## src/rtl/ca_pkg.sv

```systemverilog
// Shared definitions for the instruction-cache controller and its tag/data array.
package ca_pkg;

  localparam int unsigned TAG_W  = 32;
  localparam int unsigned DATA_W = 32;

  typedef enum logic [1:0] {
    IDLE  = 2'h0,
    LOAD  = 2'h1,
    CLEAR = 2'h2
  } ctrl_state_t;

  typedef struct packed {
    logic              valid;
    logic [TAG_W-1:0]  tag;
    logic [DATA_W-1:0] data;
  } entry_t;

endpackage

```

## src/rtl/ca_match.sv

```systemverilog
// Parallel tag comparators with one-hot to binary hit-index encoder.
module ca_match #(
  parameter int CACHE_ENTRIES = 8,
  parameter int TAG_WIDTH     = 32,
  parameter int IDX_WIDTH     = 3
) (
  input  logic [CACHE_ENTRIES-1:0]                valid,
  input  logic [CACHE_ENTRIES-1:0][TAG_WIDTH-1:0] tags,
  input  logic [TAG_WIDTH-1:0]                    key,
  output logic [CACHE_ENTRIES-1:0]                match,
  output logic                                    any,
  output logic [IDX_WIDTH-1:0]                    idx
);

  always_comb begin
    match = '0;
    for (int i = 0; i < CACHE_ENTRIES; i++) begin
      match[i] = valid[i] && (tags[i] == key);
    end
  end

  assign any = |match;

  // OR-reduction encoder; correct because match is at most one-hot.
  always_comb begin
    idx = '0;
    for (int i = 0; i < CACHE_ENTRIES; i++) begin
      if (match[i]) begin
        idx = idx | IDX_WIDTH'(i);
      end
    end
  end

endmodule

```

## src/rtl/ca_array.sv

```systemverilog
// Fully-associative tag/data array with zero-latency lookup and occupancy tracking.
module ca_array
  import ca_pkg::*;
#(
  parameter int CACHE_ENTRIES   = 8,
  parameter int CACHE_ADDR_LEFT = $clog2(CACHE_ENTRIES) - 1,
  parameter int TAG_WIDTH       = int'(TAG_W),
  parameter int DATA_WIDTH      = int'(DATA_W)
) (
  input  logic                     clk,
  input  logic                     rst,
  input  logic [TAG_WIDTH-1:0]     pc,
  input  logic                     cache_read,
  input  logic                     cache_write_,
  input  logic [CACHE_ADDR_LEFT:0] cache_w_addr,
  input  logic                     new_valid,
  input  logic [DATA_WIDTH-1:0]    w_data,
  output logic                     cache_hit,
  output logic                     cache_full,
  output logic [DATA_WIDTH-1:0]    cache_data,
  output logic [CACHE_ADDR_LEFT:0] hit_addr
);

  localparam int unsigned IW = CACHE_ADDR_LEFT + 1;
  localparam int unsigned CW = $clog2(CACHE_ENTRIES + 1);

  logic [CACHE_ENTRIES-1:0]                 valid;
  logic [CACHE_ENTRIES-1:0][TAG_WIDTH-1:0]  tags;
  logic [CACHE_ENTRIES-1:0][DATA_WIDTH-1:0] data;
  logic [CW-1:0]                            count;

  logic [CACHE_ENTRIES-1:0] match;
  logic                     any_match;
  logic [IW-1:0]            match_idx;
  logic [CACHE_ENTRIES-1:0] wsel;
  logic [CACHE_ENTRIES-1:0] valid_next;
  logic [CW-1:0]            count_next;

  ca_match #(
    .CACHE_ENTRIES(CACHE_ENTRIES),
    .TAG_WIDTH    (TAG_WIDTH),
    .IDX_WIDTH    (IW)
  ) u_match (
    .valid(valid),
    .tags (tags),
    .key  (pc),
    .match(match),
    .any  (any_match),
    .idx  (match_idx)
  );

  assign cache_hit  = cache_read && any_match;
  assign cache_data = cache_hit ? data[match_idx] : '0;
  assign hit_addr   = cache_hit ? match_idx : '0;

  assign wsel = CACHE_ENTRIES'(1) << cache_w_addr;

  // Duplicate eviction reuses the lookup match vector, independent of cache_read.
  always_comb begin
    valid_next = valid;
    count_next = count;
    if (!cache_write_) begin
      if (new_valid) begin
        valid_next = valid & ~(match & ~wsel);
        if (!valid[cache_w_addr]) count_next = count_next + CW'(1);
        if (|(match & ~wsel))     count_next = count_next - CW'(1);
      end else if (valid[cache_w_addr]) begin
        count_next = count_next - CW'(1);
      end
      valid_next[cache_w_addr] = new_valid;
    end
  end

  always_ff @(posedge clk or posedge rst) begin
    if (rst) begin
      valid      <= '0;
      tags       <= '0;
      data       <= '0;
      count      <= '0;
      cache_full <= 1'b0;
    end else if (!cache_write_) begin
      valid      <= valid_next;
      count      <= count_next;
      cache_full <= (count_next == CW'(CACHE_ENTRIES));
      if (new_valid) begin
        tags[cache_w_addr] <= pc;
        data[cache_w_addr] <= w_data;
      end
    end
  end

`ifndef SYNTHESIS
  always_ff @(posedge clk) begin
    if (!rst) begin
      assert ($onehot0(match));
      assert (count == CW'($countones(valid)));
      assert (cache_full == (&valid));
    end
  end
`endif

endmodule

```

## config.mk

```make
export PLATFORM = sky130hd
export DESIGN_NAME = ca_array
export DESIGN_NICKNAME = d
export VERILOG_FILES = /design/src/rtl/ca_pkg.sv /design/src/rtl/ca_match.sv /design/src/rtl/ca_array.sv
export SDC_FILE = /design/constraint.sdc
export NUM_CORES = 1
export LEC_CHECK = 0
export ABC_AREA = 1
export CAP_MARGIN = 0
export CORE_ASPECT_RATIO = 1.25
export CORE_MARGIN = 5
export CORE_UTILIZATION = 54
export DETAILED_ROUTE_END_ITERATION = 16
export PLACE_DENSITY_LB_ADDON = 0.3
export SYNTH_ARGS = -nofsm -noshare
export SYNTH_HDL_FRONTEND = slang
export SYNTH_SLANG_ARGS = --single-unit
```

## constraint.sdc

```tcl
create_clock -name clk -period 20 [get_ports clk]
set_input_delay 2 -clock clk [delete_from_list [all_inputs] [get_ports clk]]
set_output_delay 2 -clock clk [all_outputs]
set_load 0.005 [all_outputs]
```

==> impl_summary.log <==
[metrics] Max Cap Violations: 0
[metrics] first-pass GRT wire length: 103,000 microns
[metrics] class of the most critical hold timing path: reg -> reg
[metrics] unique cell type count in the Yosys netlist: 37
[metrics] switching fraction of total power: 28.3%
[metrics] count of nets after finishing: 3,139
[metrics] #FFs+latches synth: 525
[metrics] Gate Count Post-Synth: 3,081
[metrics] Min-Delay Endpoint: data[251]
[metrics] CTS tree: done
[metrics] initial drt markers: 1,595
[metrics] number of placed I/O pins: 109
[metrics] Primary FF master, synth: sky130_fd_sc_hd__dfrtp_1
[metrics] path depth of the worst reg2reg path: 16
[metrics] EDFF count, synth: 0
[metrics] pin count of the biggest net entering global routing: 146
[metrics] clock-pin transition on the worst setup and hold timing paths: 0.06 ns
[metrics] portion of the post-synthesis area used by sequential elements: 51.7%
[metrics] Worst Path Class, Setup: in -> out
[metrics] Overall Power: 2.98 mW
[metrics] end of the worst register-to-register path: cache_full
[metrics] TritonCTS Sinks: 525
[metrics] slack of the worst reg-to-reg path: 17.46 ns
[metrics] initial antenna violation count: 6
[metrics] Power Internal: 2.13 mW
[metrics] overall overflow remaining after global route: 0
[metrics] residual antenna-violating net count after detailed routing: 0
[metrics] logic gate share of total power: 17.2%
[metrics] later-pin clock latency in the skew report: 0.60 ns
[metrics] number of warnings printed during yosys synthesis: 0
[metrics] share of layout cells above drive strength 1: 4.93%
[metrics] starting density of the core: 54.2%
[metrics] Core Rows: 89
[metrics] instance count along the most critical hold path: 2
[metrics] routed wire length per instance: 17.0 microns
[metrics] crit end category: output port
[metrics] Max Slew Vio Count: 0
[metrics] Static Leakage: 12.9 nW
[metrics] Setup crit start: pc[9]
[metrics] Final HPWL DP: 40,100 microns
[metrics] remaining max-slew budget at the tightest pin: 14.6%
[metrics] adder and majority cell fraction of the synthesized area: 0.148%
[metrics] setup repair after global routing missed its margin: no
[metrics] xor and xnor area share after synthesis: 7.91%
[metrics] Die Ht: 253 microns
[metrics] number of post-CTS setup repair buffers: 0
[metrics] worst path required time: 18.00 ns
[metrics] areal power density over the cells: 105 nW/um^2
[metrics] core area: 46,900 sq um
[metrics] number of port buffers: 108
[metrics] net count of the mapped netlist: 3,156
[metrics] Clock Tree Root: sky130_fd_sc_hd__clkbuf_16
[metrics] # setup viols final: 0
[metrics] Die Footprint: 51,600 sq um
[metrics] startpoint kind of the worst setup timing path: input port
[metrics] Chip Width: 204 microns
[metrics] startpoint of the lowest-slack hold path: data[251]
[metrics] Final Hold Vio Count: 0
[metrics] highest clock frequency the design can meet: 113 MHz
[metrics] vias after detailed routing: 20,200
[metrics] async set or reset register ratio after synthesis: 100%
[metrics] share of synthesized area spent on multiplexers: 0%
[metrics] critical-path maximum fanout: 74
[metrics] startpoint of the worst register-to-register path: tags[137]
[metrics] Initial DRT Pass Iterations: 5
[metrics] critical path data arrival time: 6.82 ns
[metrics] crit share post-route: 44.1%
[metrics] hold buffer count at CTS: 0
[metrics] P_sw: 0.844 mW
[metrics] cell area after synthesis: 25,400 sq um
[metrics] final total negative setup slack: 0 ns
[metrics] complex-gate fraction of the synthesized area: 15.0%
[metrics] DR DRC count: 0
[metrics] routability-driven placement congestion ratio: 0.906
[metrics] Final min period: 8.82 ns
[metrics] Resized cells post-CTS: 0
[metrics] syn avg cell area: 8.25 sq um
[metrics] detail-routed via count per cell: 5.40
[metrics] Synth-to-Final Area Change: 11.3%
[metrics] total wirelength of the detailed-routed design: 63,800 microns
[metrics] total global routing track utilization: 24.7%
[metrics] total clock buffers created by CTS: 52
[metrics] part of the total power dissipated in sequential elements: 47.8%
[metrics] outcome: finished clean
[metrics] maximum vdd drop: 0.0736 mV
[metrics] post-synthesis simple-gate area fraction: 18.4%
[metrics] Worst-Margin Slew: 1.28 ns
[metrics] largest buffer count on any clock path: 3
[metrics] clock power share: 34.9%
[metrics] dominant combinational cell family by area after synthesis: simple AND/OR/NAND/NOR gates
[metrics] number of global-route vias before repair: 19,600
[metrics] Post-Route Skew: 0.0104 ns
[metrics] maximum level of the CTS H-tree: 2
==> cells by family after synthesis <==
| family | after synthesis |
|---|---|
| compound gates | 753 |
| fa+ha+maj | 3 |
| simple gates | 1191 |
| buf+inv | 381 |
| flops | 525 |
| xor+xnor | 228 |
==> per-stage QoR <==
step	instances	utilization [%]	setup WS, ns	hold WS (ns)	cell area (sq um)
floorplan	3081	-	3.33	0.448	25400
finish	3745	60.4	11.18	0.481	28300
CTS	3743	60.4	11.19	0.483	28300
detailed placement	3647	56.5	11.20	0.468	26500
global placement	3647	56.5	11.27	0.460	26500
global route	3744	60.4	10.81	0.498	28300
==> layout make-up <==
type,count,area (sq um)
Fill cell,4079,18600
Clock buffer,67,1450
Antenna cell,2,5.00
Tap cell,637,797
Timing Repair Buffer,127,1220
Sequential cell,525,13100
Multi-Input combinational cell,2175,10600
Clock inverter,29,380
Inverter,183,702
==> metal layers <==
| layer | vias up | GRT usage, % | wire, microns |
|---|---|---|---|
| met5 | - | 0 | 50 |
| met4 | 6 | 9.21 | 2490 |
| met3 | 143 | 3.91 | 3530 |
| met2 | 584 | 42.3 | 31300 |
| met1 | 9714 | 31.8 | 26400 |
| li1 | 9788 | - | - |
==> how the worst max path moves through the flow <==
| stage | endpoint | cells past startpoint | slack [ns] |
|---|---|---|---|
| global placement | cache_data[21] | 17 | 11.27 |
| detailed placement | cache_data[0] | 19 | 11.20 |
| CTS | cache_data[29] | 19 | 11.19 |
| finish | cache_data[0] | 19 | 11.18 |
| global route | cache_data[29] | 19 | 10.81 |
| floorplan | cache_full | 1 | 3.33 |
==> cell usage in the layout, fill, tap and decap left out, drive strengths merged <==
master and count:
clkbuf 67, nor3 21, clkinvlp 2, xor2 5, a21boi 1, nor2 225, o21bai 1, xnor2 223
inv 181, a21oi 76, o21ai 656, nand3 33, o22ai 12, bufinv 8, ha 3, buf 19
a31oi 1, a31o 1, clkdlybuf4s50 108, dfrtp 525, nand2 899, diode 2, o31ai 1, nand4 13
o211ai 3, clkinv 21, o221ai 1
==> power by group through the flow <==
stage               clock network (mW)  registers, mW  logic (mW)
detailed placement                   0           1.44       0.514
finish                            1.04           1.42       0.513
global route                      1.10           1.45       0.594
CTS                               1.06           1.42       0.518
global placement                     0           1.43       0.494
floorplan                            0           1.41       0.410
==> critical path, cell delays in order <==
cell and delay, ns:
sky130_fd_sc_hd__clkdlybuf4s50_1 0.67, sky130_fd_sc_hd__inv_2 0.22, sky130_fd_sc_hd__nand2_1 0.06, sky130_fd_sc_hd__nand2_1 0.06, sky130_fd_sc_hd__nand2_1 0.05, sky130_fd_sc_hd__nor2_1 0.24
sky130_fd_sc_hd__nand2_1 0.17, sky130_fd_sc_hd__nor2_2 0.19, sky130_fd_sc_hd__nand3_2 0.11, sky130_fd_sc_hd__nand2_4 0.10, sky130_fd_sc_hd__inv_2 0.06, sky130_fd_sc_hd__nand3_4 0.45
sky130_fd_sc_hd__inv_4 0.45, sky130_fd_sc_hd__nand2_4 0.17, sky130_fd_sc_hd__nand2_4 0.08, sky130_fd_sc_hd__a31oi_4 0.90, sky130_fd_sc_hd__nand2_1 0.12, sky130_fd_sc_hd__nand2_1 0.15
sky130_fd_sc_hd__clkdlybuf4s50_1 0.51
==> flip-flops by register name, summed over array words and instances, names as in the netlist <==
| signal | cells |
|---|---|
| tags | 256 |
| valid | 8 |
| cache_full | 1 |
| data | 256 |
| count | 4 |
==> Yosys cell counts (5+ instances only) <==
cell type | number | share of area (%)
sky130_fd_sc_hd__o21ai_1 | 51 | 1.0
sky130_fd_sc_hd__nor2_2 | 8 | 0.20
sky130_fd_sc_hd__nand2_1 | 894 | 13
sky130_fd_sc_hd__xnor2_1 | 221 | 7.6
sky130_fd_sc_hd__buf_6 | 24 | 1.1
sky130_fd_sc_hd__dfrtp_1 | 525 | 52
sky130_fd_sc_hd__clkbuf_1 | 128 | 1.9
sky130_fd_sc_hd__a21oi_1 | 76 | 1.5
sky130_fd_sc_hd__xor2_1 | 5 | 0.17
sky130_fd_sc_hd__nor2_1 | 217 | 3.2
sky130_fd_sc_hd__nand4_1 | 12 | 0.30
sky130_fd_sc_hd__buf_4 | 24 | 0.71
sky130_fd_sc_hd__nand3_1 | 28 | 0.55
sky130_fd_sc_hd__buf_2 | 20 | 0.39
sky130_fd_sc_hd__o22ai_1 | 12 | 0.30
sky130_fd_sc_hd__nor3_1 | 20 | 0.39
sky130_fd_sc_hd__inv_2 | 7 | 0.10
sky130_fd_sc_hd__o21ai_0 | 605 | 12
sky130_fd_sc_hd__inv_1 | 172 | 2.5
Note: power is estimated with default switching activity, not from simulation.
